File: src/rtl/time_mgr_pkg.sv
// -----------------------------------------------------------------------------
// time_mgr_pkg
// Shared defaults for the PCParser -> TimeMgr time base.
//   NUNIT_DFLT   : width of unit_len and of the per-unit cycle counter
//   NTIME_DFLT   : width of the time-unit counter and of PC_time_elapsed
//   HB_LOG2_DFLT : a heartbeat is raised every 2^HB_LOG2 time units
//   time_t       : a time value in units at the default width
// -----------------------------------------------------------------------------
package time_mgr_pkg;

  localparam int NUNIT_DFLT   = 16;
  localparam int NTIME_DFLT   = 40;
  localparam int HB_LOG2_DFLT = 4;

  typedef logic [NTIME_DFLT-1:0] time_t;

endpackage : time_mgr_pkg

File: src/rtl/time_mgr_if.sv
// -----------------------------------------------------------------------------
// time_mgr_if
// Upstream heartbeat channel (ready/valid) from the time manager to the host.
//   HB_up_valid : a heartbeat beat is pending
//   HB_up_data  : time_elapsed snapshot carried by the beat
//   HB_up_ready : consumer accepts the beat on an edge where valid is high
// Modports:
//   master : the time manager (drives valid/data, observes ready)
//   slave  : the host-side consumer
// -----------------------------------------------------------------------------
interface time_mgr_if #(
  parameter int Ntime = time_mgr_pkg::NTIME_DFLT
) ();

  logic             HB_up_valid;
  logic [Ntime-1:0] HB_up_data;
  logic             HB_up_ready;

  modport master (
    output HB_up_valid,
    output HB_up_data,
    input  HB_up_ready
  );

  modport slave (
    input  HB_up_valid,
    input  HB_up_data,
    output HB_up_ready
  );

endinterface : time_mgr_if

File: src/rtl/time_mgr_unit_timer.sv
// -----------------------------------------------------------------------------
// unit_timer
// Divides clk into time units of unit_len cycles.
// Ports:
//   clk             : single clock
//   reset_n         : asynchronous active-low reset
//   reset_time      : synchronous clear of all timer state (highest priority)
//   unit_len        : unit length in cycles; 0 freezes the timer
//   unit_end        : combinational, high when the coming edge closes a unit;
//                     the parent advances time_elapsed on that same edge
//   time_unit_pulse : registered one-cycle pulse, visible together with the
//                     incremented time_elapsed
// -----------------------------------------------------------------------------
module unit_timer
  import time_mgr_pkg::*;
#(
  parameter int Nunit = NUNIT_DFLT
) (
  input  logic             clk,
  input  logic             reset_n,
  input  logic             reset_time,
  input  logic [Nunit-1:0] unit_len,
  output logic             unit_end,
  output logic             time_unit_pulse
);

  logic [Nunit-1:0] cyc_cnt;
  logic             frozen;

  assign frozen = (unit_len == '0);

  // A >= compare rather than == so that shrinking unit_len below the current
  // count wraps on the next edge instead of running the counter all the way
  // around its range.
  assign unit_end = !reset_time && !frozen &&
                    (cyc_cnt >= (unit_len - Nunit'(1)));

  // NOTE: state registers use non-blocking assignments so every flop samples
  // pre-edge values regardless of process evaluation order.
  always_ff @(posedge clk or negedge reset_n) begin
    if (!reset_n) begin
      cyc_cnt         <= '0;
      time_unit_pulse <= 1'b0;
    end else if (reset_time || frozen) begin
      cyc_cnt         <= '0;
      time_unit_pulse <= 1'b0;
    end else if (unit_end) begin
      cyc_cnt         <= '0;
      time_unit_pulse <= 1'b1;
    end else begin
      cyc_cnt         <= cyc_cnt + Nunit'(1);
      time_unit_pulse <= 1'b0;
    end
  end

endmodule : unit_timer

File: src/rtl/time_mgr.sv
// -----------------------------------------------------------------------------
// time_mgr
// Consumer end of the PCParser -> TimeMgr control path. Builds the FPGA time
// base, stalls downstream stream traffic scheduled in the future and
// optionally reports time to the host over a heartbeat channel.
// Ports:
//   clk             : single clock
//   reset_n         : asynchronous active-low reset
//   reset_time      : one-cycle pulse, zeroes all time state
//   unit_len        : time-unit length in clk cycles (level, 0 = frozen)
//   PC_time_elapsed : time at which the PC schedules following stream elements
//   time_unit_pulse : one-cycle pulse at each unit boundary
//   time_elapsed    : FPGA time in units, wraps modulo 2^Ntime
//   stall_dn        : combinational, PC_time_elapsed > time_elapsed (unsigned)
//   hb              : heartbeat channel (time_mgr_if.master)
// Build option:
//   TIME_MGR_HEARTBEAT_EN : when defined, a heartbeat carrying the new
//   time_elapsed is raised each time it reaches a multiple of 2^HB_LOG2.
//   When undefined, the channel outputs are tied low and ready is ignored.
// -----------------------------------------------------------------------------
module time_mgr
  import time_mgr_pkg::*;
#(
  parameter int Nunit   = NUNIT_DFLT,
  parameter int Ntime   = NTIME_DFLT,
  parameter int HB_LOG2 = HB_LOG2_DFLT
) (
  input  logic             clk,
  input  logic             reset_n,
  input  logic             reset_time,
  input  logic [Nunit-1:0] unit_len,
  input  logic [Ntime-1:0] PC_time_elapsed,
  output logic             time_unit_pulse,
  output logic [Ntime-1:0] time_elapsed,
  output logic             stall_dn,
  time_mgr_if.master       hb
);

  logic             unit_end;
  logic [Ntime-1:0] time_next;

  unit_timer #(
    .Nunit (Nunit)
  ) u_unit_timer (
    .clk             (clk),
    .reset_n         (reset_n),
    .reset_time      (reset_time),
    .unit_len        (unit_len),
    .unit_end        (unit_end),
    .time_unit_pulse (time_unit_pulse)
  );

  // Natural modulo-2^Ntime wrap; no saturation.
  assign time_next = time_elapsed + Ntime'(1);

  always_ff @(posedge clk or negedge reset_n) begin
    if (!reset_n) begin
      time_elapsed <= '0;
    end else if (reset_time) begin
      time_elapsed <= '0;
    end else if (unit_end) begin
      time_elapsed <= time_next;
    end
  end

  // Plain unsigned compare: a wrapped time_elapsed is not special-cased.
  assign stall_dn = (PC_time_elapsed > time_elapsed);

`ifdef TIME_MGR_HEARTBEAT_EN
  logic hb_event;
  logic hb_valid_q;
  logic [Ntime-1:0] hb_data_q;

  assign hb_event = unit_end && (time_next[HB_LOG2-1:0] == '0);

  // A newer event overwrites a pending beat (the stale time is dropped). An
  // event on a transfer edge lets the old beat go and loads the new one, so
  // valid stays high in both cases.
  always_ff @(posedge clk or negedge reset_n) begin
    if (!reset_n) begin
      hb_valid_q <= 1'b0;
      hb_data_q  <= '0;
    end else if (reset_time) begin
      hb_valid_q <= 1'b0;
    end else if (hb_event) begin
      hb_valid_q <= 1'b1;
      hb_data_q  <= time_next;
    end else if (hb_valid_q && hb.HB_up_ready) begin
      hb_valid_q <= 1'b0;
    end
  end

  assign hb.HB_up_valid = hb_valid_q;
  assign hb.HB_up_data  = hb_data_q;
`else
  logic hb_ready_unused;

  assign hb_ready_unused = hb.HB_up_ready;
  assign hb.HB_up_valid  = 1'b0;
  assign hb.HB_up_data   = '0;
`endif

endmodule : time_mgr
File: src/flat_wrapper.sv
// flat-port wrapper written by rule: the top's interface ports become plain ports
module time_mgr_flat import time_mgr_pkg::*;
#(
  parameter int Nunit   = NUNIT_DFLT,
  parameter int Ntime   = NTIME_DFLT,
  parameter int HB_LOG2 = HB_LOG2_DFLT
)
  (clk, reset_n, reset_time, unit_len, PC_time_elapsed, time_unit_pulse, time_elapsed, stall_dn, hb_HB_up_valid, hb_HB_up_data, hb_HB_up_ready);
  time_mgr_if #(.Ntime(Ntime)) hb_i ();
  input  logic clk;
  input  logic reset_n;
  input  logic reset_time;
  input  logic [Nunit-1:0] unit_len;
  input  logic [Ntime-1:0] PC_time_elapsed;
  output logic time_unit_pulse;
  output logic [Ntime-1:0] time_elapsed;
  output logic stall_dn;
  output wire logic [$bits(hb_i.HB_up_valid)-1:0] hb_HB_up_valid;
  output wire logic [$bits(hb_i.HB_up_data)-1:0] hb_HB_up_data;
  input wire logic [$bits(hb_i.HB_up_ready)-1:0] hb_HB_up_ready;
  assign hb_HB_up_valid = hb_i.HB_up_valid;
  assign hb_HB_up_data = hb_i.HB_up_data;
  assign hb_i.HB_up_ready = hb_HB_up_ready;
  time_mgr #(.Nunit(Nunit), .Ntime(Ntime), .HB_LOG2(HB_LOG2)) u_core (.clk(clk), .reset_n(reset_n), .reset_time(reset_time), .unit_len(unit_len), .PC_time_elapsed(PC_time_elapsed), .time_unit_pulse(time_unit_pulse), .time_elapsed(time_elapsed), .stall_dn(stall_dn), .hb(hb_i));
endmodule
File: config.mk
export PLATFORM = sky130hd
export DESIGN_NAME = time_mgr_flat
export DESIGN_NICKNAME = d
export VERILOG_FILES = /design/src/rtl/time_mgr_pkg.sv /design/src/rtl/time_mgr_if.sv /design/src/rtl/time_mgr_unit_timer.sv /design/src/rtl/time_mgr.sv /design/src/flat_wrapper.sv
export SDC_FILE = /design/constraint.sdc
export NUM_CORES = 1
export LEC_CHECK = 0
export ABC_CLOCK_PERIOD_IN_PS = 3600
export BUFFER_PORTS_ARGS = -buffer_cell sky130_fd_sc_hd__buf_4
export CORE_UTILIZATION = 53
export CTS_CLUSTER_DIAMETER = 100
export DETAILED_ROUTE_END_ITERATION = 6
export PLACE_DENSITY = 0.87
export SLEW_MARGIN = 20
export SYNTH_ARGS = -nofsm -noshare
export SYNTH_HDL_FRONTEND = slang
export SYNTH_SLANG_ARGS = --single-unit
File: constraint.sdc
create_clock -name clk -period 3.6 [get_ports clk]
set_input_delay 0.9 -clock clk [delete_from_list [all_inputs] [get_ports clk]]
set_output_delay 0.9 -clock clk [all_outputs]
set_load 0.05 [all_outputs]
# == Word level (Yosys, flattened, before mapping) ==
# Index checks and enable logic that the tools add are counted.
# totals
regBits,57
output_inout_bits,83
wordCells,21
# classes
n_addsub,3
order_cmp,2
mux,6
n_reduce_logical,7
# ops
cell,count
$mux W40,2
$add A40 B1 Y40 const B,1
$gt A40 B40 Y1,1
$mux W16,2
$add A16 B1 Y16 const B,1
$ge A16 B16 Y1,1
$logic_not A16 Y1,1
$sub A16 B1 Y16 const B,1
$logic_and A1 B1 Y1,2
$logic_not A1 Y1,2
$mux W1,2
$reduce_bool A2 Y1,1
$logic_or A1 B1 Y1,1

# == Longest topological paths before layout ==
# Gate-level depths: netlist (run 1).
# depth
ltp_word,6
depth_mapped,15
ltp_nobuf,13

# == Modules after synthesis ==
# A second synthesis (run 1) with hierarchy kept.
# hier_totals
hier_cells,550
hier_area_um2,4797.1
# by_module_without_submodules
module,instances,cells_per_inst,area_each_um2,seq_area_each_um2
time_mgr,1,381,3329.4,1001.0
unit_timer,1,169,1467.7,425.4

# == Worst setup path after synthesis (run 1) ==
# Ideal clock, no wire load.
# synth_path
path_kind,input port to flip-flop
startpoint,input port unit_len[2]
endpoint,register u_core.time_elapsed[34]
setup_time_ns,0.128
arrival_time_ns,3.869
path_slack_ns,-0.397
stages,13
n_path_buf,1
path_cell_list,or3_1 > or4_1 > nor3b_1 > nand2b_1 > nor2_1 > xnor2_1 > ha_1 > a21oi_1 > o21ai_0 > a311oi_2 > buf_2 > nor4_1 > mux2_1
# synth_between
elab_chain_cells,5
word_cells_on_any_way,7
# synth_rtl
item,line_no,text
start: declaration,flat_wrapper.sv:13,input logic [Nunit-1:0] unit_len;
branches (longest 3 deep; another with $sub A16 B1 Y16),--,
$logic_and A1 B1 Y1 *,time_mgr_unit_timer.sv:35,assign unit_end = !reset_time && !frozen &&
$reduce_bool A2 Y1 (no line) *,--,
end signal: assignment,time_mgr.sv:62,time_elapsed <= time_next;
end: declaration,time_mgr.sv:34,"output logic [Ntime-1:0] time_elapsed,"
# Every way passes the cells marked *.
# A chain may end at the register's enable or synchronous reset.

# == Final worst setup path (run 1) ==
# layout_path
startpoint,input port unit_len[2]
endpoint,register u_core.time_elapsed[37]
# The elaborated chain is that of the path after synthesis.

==> impl_metrics.csv, run 1 <==
group,metric,value,unit
detailed_routing,vias_per_cell,5.93,
detailed_routing,ant_nets,0,
global_routing,grt_pass1_wl,22200,µm
hold_path,min_path_type,"register to register",
setup_path,r2r_start,"u_core.time_elapsed[2]",
cells_and_area,final_cell_mix,"buf_4 (128), nor2_1 (66), ha_1 (58)",
die,fp-row-count,35,
setup_path,arrival,4.10,ns
die,initial_core_util,54.4,%
clock_network,insertion_delay,0.35,ns
sta,drv_slew,0,
setup_path,required,3.84,ns
setup_path,r2r_slack,0.76,ns
setup_path,crit_path_cell_trace,"buf_6, or3_4, or4_4, nor3b_4, nand2b_1, nor2_2, xnor2_1, ha_1, nand4_1, nor2_2, a311oi_4, buf_12, nor4_2, mux2_2",
cells_and_area,nets,835,
setup_path,rr_endpoint,"u_core.time_elapsed[37]",
setup_path,crit_type,"input pin to register",
global_routing,grt_usage,28.3,%
setup_path,crit_path_max_incr_delay,0.46,ns
flow_run,max-cap-violations,0,
cells_and_area,n_antenna_cell,0,
synth,synth_edf_count,0,
sta,max_freq,0.259,GHz
global_routing,grt_pass1_vias,4727,
die,die_x,98.9,µm
die,die_area,9790,µm²
sta,worstMarginPinSlew,0.750,ns
clock_network,cts_buffer_depth,2,
clock_network,cts_max_level,3,
detailed_routing,routedWlPerCell,16.8,µm
sta,worst_hold_slack,0.550,ns
synth,yosys_warnings,0,
cells_and_area,drive_gt1_share,30.5,%
synth,synth_cell_type_count,50,
setup_path,r2r.worst_path.cells,6,
place,io_buffers,100,
hold_path,hold_depth,1,
synth,yosysSeqAreaShare,28.7,%
sta,layout_min_cycle_time,3.86,ns
cells_and_area,final_common_cell,"buf_4",
status,outcome,"finished, violations left",
synth,netlist_area,4980,µm²
power,ir_worst_vdd,0.194,mV
clock_network,clkTransAtPathRegs,0.07,ns
detailed_routing,drt_iter0_drc,300,
setup_path,critPathMaxFanout,13,
detailed_routing,num_vias,4932,
place,hpwlAfterDp,9530,µm
setup_path,path_depth,14,
setup_path,cp_top_family,"simple AND/OR/NAND/NOR gates",
setup_path,crit_top_cell,"nor2_2",
sta,grt_setup_unrepaired,"true",
power,p_per_area,248,nW/µm²
setup_path,critPathSlowestCell,"or4_4",
status,violations,"setup timing",
cells_and_area,area.growth.synth_to_final,30.6,%
clock_network,cts_tree,"yes",
sta,fin_crit_sh,107,%
clock_network,cts_made_buffers,9,
sta,fin_setup_tns,-6.37,ns
synth,synthArstFlopShare,100,%
clock_network,cts_sinks,57,
global_routing,grt_overflow,0,
detailed_routing,drt-total-wl,14000,µm
global_routing,grt_start_max_net_pins,63,
setup_path,crit_path_end_kind,"register",
synth,syn_inst,589,
synth,avgSynthCellArea,8.45,µm²
setup_path,critPathBufInv,2,
sta,timing.final.ws_setup,-0.262,ns
die,dieHeight,98.9,µm
sta,setup_viol,45,
hold_path,hold_start,"u_core.u_unit_timer.cyc_cnt[0]",
detailed_routing,drcViolationCount,0,
clock_network,clock-root-buffer,"clkbuf_8",
place,gp_congestion,0.850,
die,core_area,9150,µm²
global_routing,antenna_found_initial,0,
synth,synth_seq_cells,57,
sta,skew,0.00689,ns
hold_path,hold_end,"u_core.u_unit_timer.cyc_cnt[0]",
power,p_leak,2.96,nW
sta,hold_violations,0,
setup_path,cp-start-kind,"input pin",
synth,synth-main-ff-cell,"dfrtp_1",
sta,max_slew_margin,50.0,%
detailed_routing,firstDrtPassIters,5,
die,io_pins,143,
-- per-stage QoR --
| stage | worst slack, ns | utilization [%] | total power, mW | instances | instance area [µm²] |
|---|---|---|---|---|---|
| global route | -0.388 | 71.0 | 1.66 | 832 | 6500 |
| finish | -0.262 | 71.0 | 1.61 | 832 | 6500 |
| detailed placement | -0.725 | 64.8 | 0.956 | 810 | 5930 |
| global placement | -0.517 | 64.8 | 0.943 | 810 | 5930 |
| CTS | -0.273 | 69.7 | 1.60 | 832 | 6380 |
| floorplan | -0.281 | - | 0.880 | 629 | 5180 |
-- repair_timing --
action | 4_1_cts | 5_1_grt
gates cloned | 1 | 0
setup endpoints to repair | 56 | 58
setup buffers | 5 | 0
hold buffers | 0 | 0
pin swaps | 7 | 6
gates resized for setup | 34 | 20
-- logic make-up after synthesis --
family | after synthesis | synth area share [%]
other | 1 | 0.0753
DFF | 57 | 28.7
xor gates and xnor gates | 28 | 4.93
adders and majority gates | 59 | 14.8
buffers and inverters | 104 | 11.4
and+or+nand+nor | 237 | 25.7
muxes | 19 | 4.37
AOI/OAI and AO/OA | 84 | 10.1
-- power breakdown --
part	switching (mW)	internal [mW]
clock network	0.281	0.375
logic	0.201	0.106
registers	0.00469	0.643
total	0.487	1.12
-- Yosys cell counts, types with 3 or more instances --
cell,number,area [µm²]
inv_1,44,165
ha_1,59,738
and4_1,4,35.0
o31ai_1,10,75.1
xor2_1,15,131
nand2_2,3,18.8
a21oi_1,41,205
buf_2,7,35.0
nor2b_1,4,25.0
nand3_1,30,150
or4_1,11,82.6
mux2_2,16,180
xnor2_1,13,114
a21o_1,5,37.5
and3_1,7,43.8
dfrtp_1,57,1430
and2_1,3,18.8
nand4_1,20,125
or3_1,18,113
nand2_1,26,97.6
nor3_1,11,55.1
clkbuf_1,8,30.0
o21ai_0,17,85.1
nor4_1,17,106
buf_4,43,323
nor2_1,69,259
-- area by class of cell --
type / instances / area [µm²]
multi-input combinational: 468 / 3470
timing repair buffer: 136 / 1080
clock buffer: 12 / 165
clock inverter: 4 / 50.0
tap: 111 / 139
fill: 618 / 2650
sequential: 57 / 1430
inverter: 44 / 165
-- layer usage --
metal / global-route usage, % / wire [µm] / vias up
li1: - / - / 2274
met1: 35.3 / 5640 / 2362
met2: 48.7 / 7070 / 252
met3: 3.05 / 853 / 44
met4: 14.4 / 409 / 0
met5: 0 / 0 / -
-- worst max path at each step --
stage / to / slack, ns / from
4_1_cts: u_core.time_elapsed[25] / -0.27 / unit_len[2]
5_1_grt: u_core.time_elapsed[4] / -0.39 / unit_len[2]
3_3_place_gp: u_core.time_elapsed[35] / -0.52 / unit_len[2]
6_report: u_core.time_elapsed[37] / -0.26 / unit_len[2]
3_5_place_dp: u_core.time_elapsed[35] / -0.73 / unit_len[2]
2_1_floorplan: u_core.time_elapsed[34] / -0.28 / unit_len[2]
-- sequential cells by signal (all words and copies together) (netlist names) --
signal                               cells
u_core.time_elapsed                     40
u_core.u_unit_timer.cyc_cnt             16
u_core.u_unit_timer.time_unit_pulse      1
Power figures use the tool's default switching activity.
==> run 2, diff against run 1 <==
Settings changed: ABC_CLOCK_PERIOD_IN_PS 3600 to 3550, CELL_PAD_IN_SITES_DETAIL_PLACEMENT set to 1, CELL_PAD_IN_SITES_GLOBAL_PLACEMENT set to 2, CORE_UTILIZATION 53 to 28, PLACE_DENSITY 0.87 to 0.84.
Clock period 3.6 ns to 3.55 ns, I/O delays scaled along.
==> run 2 against run 1 <==
Net effect: power grew 12%; the run still ends with setup timing left; setup slack lost 0.052 ns; clock power grew 23%; largest power group unchanged.
==> impl_metrics.csv, run 2 (synthesized netlist as in run 1, its figures left out) <==
group,metric,value,unit
flow_run,max-cap-violations,0,
clock_network,clkTransAtPathRegs,0.05,ns
sta,setup_viol,57,
sta,max_slew_margin,48.0,%
die,die_area,18300,µm²
detailed_routing,vias_per_cell,4.96,
power,p_per_area,255,nW/µm²
global_routing,grt_start_max_net_pins,63,
global_routing,grt_usage,16.9,%
die,core_area,17400,µm²
clock_network,cts_made_buffers,9,
die,io_pins,143,
place,dp_slack,-0.694,ns
die,dieHeight,135,µm
setup_path,crit_type,"input pin to register",
die,die_x,135,µm
die,initial_core_util,28.7,%
power,pwr-share-comb,18.6,%
sta,worst_hold_slack,0.568,ns
detailed_routing,ant_nets,0,
cells_and_area,fillers,2027,
sta,skew,0.00464,ns
cells_and_area,drive_gt1_share,35.0,%
sta,hold_violations,0,
hold_path,hold_start,"u_core.u_unit_timer.cyc_cnt[0]",
cells_and_area,final_common_cell,"buf_4",
clock_network,insertion_delay,0.32,ns
power,swShare,28.8,%
hold_path,min_path_type,"register to register",
sta,worstMarginPinSlew,0.780,ns
cells_and_area,largest_register,"u_core.time_elapsed",
detailed_routing,firstDrtPassIters,4,
clock_network,cts_buffer_depth,2,
global_routing,grt_pass1_vias,4953,
sta,drv_slew,0,
sta,timing.final.ws_setup,-0.314,ns
setup_path,crit_path_end_kind,"register",
place,hpwlAfterDp,11700,µm
power,p_clk_share,44.8,%
setup_path,r2r.worst_path.cells,6,
cells_and_area,seq_area,1430,µm²
power,p_int,1.28,mW
power,p_leak,3.14,nW
status,outcome,"finished, violations left",
cells_and_area,final_cell_mix,"buf_4 (131), nor2_1 (67), dfrtp_1 (56)",
clock_network,cts_tree,"yes",
global_routing,antenna_found_initial,0,
clock_network,cts_sinks,57,
power,ir_worst_vdd,0.202,mV
cells_and_area,reg.largest.list,"u_core.time_elapsed: 40 flops, u_core.u_unit_timer.cyc_cnt: 16 flops, u_core.u_unit_timer.time_unit_pulse: 1 flops",
setup_path,required,3.75,ns
sta,max_freq,0.259,GHz
place,placed_cells,932,
sta,grt_setup_unrepaired,"true",
global_routing,grt_pass1_wl,24700,µm
setup_path,crit_path_cell_trace,"buf_6, or3_4, or4_4, nor3b_4, nand2b_1, nor2_1, xnor2_1, ha_1, buf_4, a21oi_2, o21ai_2, a311oi_4, buf_12, buf_12, nor4_4, mux2_4",
detailed_routing,drt-total-wl,15700,µm
die,fp-row-count,48,
place,io_buffers,100,
cells_and_area,fin_cells,956,
setup_path,cp-startpoint,"unit_len[2]",
sta,layout_min_cycle_time,3.86,ns
setup_path,r2r_slack,0.69,ns
cells_and_area,largest_reg_flops,40,
setup_path,critPathMaxFanout,24,
detailed_routing,routedWlPerCell,16.4,µm
setup_path,r2r_start,"u_core.time_elapsed[2]",
clock_network,clock-root-buffer,"clkbuf_16",
cells_and_area,nets,845,
setup_path,arrival,4.07,ns
cells_and_area,area.growth.synth_to_final,41.8,%
setup_path,cp-start-kind,"input pin",
sta,fin_crit_sh,109,%
setup_path,critPathSlowestCell,"or4_4",
setup_path,timing.critical_path.to,"u_core.time_elapsed[15]",
setup_path,rr_endpoint,"u_core.time_elapsed[39]",
cells_and_area,multi_input_area,3700,µm²
clock_network,cts_max_level,3,
cells_and_area,final_core_util,40.7,%
setup_path,crit_path_max_incr_delay,0.45,ns
cells_and_area,n_antenna_cell,0,
global_routing,grt_overflow,0,
power,switchingPower,0.518,mW
detailed_routing,drcViolationCount,0,
clock_network,cts_hold_buffers,0,
power,power_frac_seq,36.6,%
detailed_routing,num_vias,4741,
setup_path,crit_top_cell,"buf_12",
status,violations,"setup timing",
place,gp_congestion,0.839,
detailed_routing,drt_iter0_drc,174,
## run 2: cell count changes in the layout (fill, tap and decap cells not counted), sizes merged
cell,change
buf,+8
clkinvlp,-2
clkbuf,+3
bufinv,-1
clkinv,+2
## run 2: worst min-delay path by stage
stage / endpoint / slack, ns / cells after the start
6_report: u_core.u_unit_timer.cyc_cnt[0] / 0.57 / 1
5_1_grt: u_core.u_unit_timer.cyc_cnt[0] / 0.61 / 1
4_1_cts: u_core.u_unit_timer.cyc_cnt[0] / 0.58 / 1
3_5_place_dp: u_core.u_unit_timer.cyc_cnt[8] / 0.56 / 2
3_3_place_gp: u_core.u_unit_timer.cyc_cnt[0] / 0.54 / 1
2_1_floorplan: u_core.u_unit_timer.cyc_cnt[0] / 0.48 / 1
## run 2: stage by stage
step,TNS [ns],instance area [µm²],power [mW]
finish,-11.13,7060,1.80
global route,-15.70,7060,1.87
CTS,-7.61,6590,1.79
detailed placement,-32.71,6130,0.979
global placement,-26.16,6130,0.965
floorplan,-13.99,5180,0.893
## run 2: final cells by class
cell class / instances / area share (%)
clock buffer: 13 / 3.69
clock inverter: 3 / 0.213
inverter: 44 / 2.34
multi-input combinational: 468 / 52.4
sequential: 57 / 20.2
tap: 225 / 3.99
timing repair buffer: 146 / 17.1
## run 2: layer usage
metal	global-route usage, %	up-vias	part of all wire [%]
met5	0	-	0
met3	2.58	17	3.3
met1	22.0	2321	45
met2	28.9	108	50
li1	-	2295	-
met4	4.24	0	1.3
## run 2: worst max-delay path: cells and delay by family
kind	cells	cell delay [ns]
AOI/OAI and AO/OA	3	0.50
muxes	1	0.30
xor gates and xnor gates	1	0.14
adders and majority gates	1	0.27
and+or+nand+nor	6	1.34
buffers and inverters	4	0.58
## run 2: timing repair
item	CTS	global route
cloned	0	2
buffers inserted	2	4
gates resized for setup	29	69
pin swaps	8	34
setup endpoints to repair	57	58
hold endpoints to repair	0	0
## run 2: power groups by stage
stage	registers (mW)	clock network, mW	logic, mW
3_5_place_dp	0.670	0	0.309
6_report	0.658	0.806	0.334
4_1_cts	0.658	0.817	0.317
2_1_floorplan	0.668	0	0.225
3_3_place_gp	0.669	0	0.296
5_1_grt	0.659	0.847	0.364
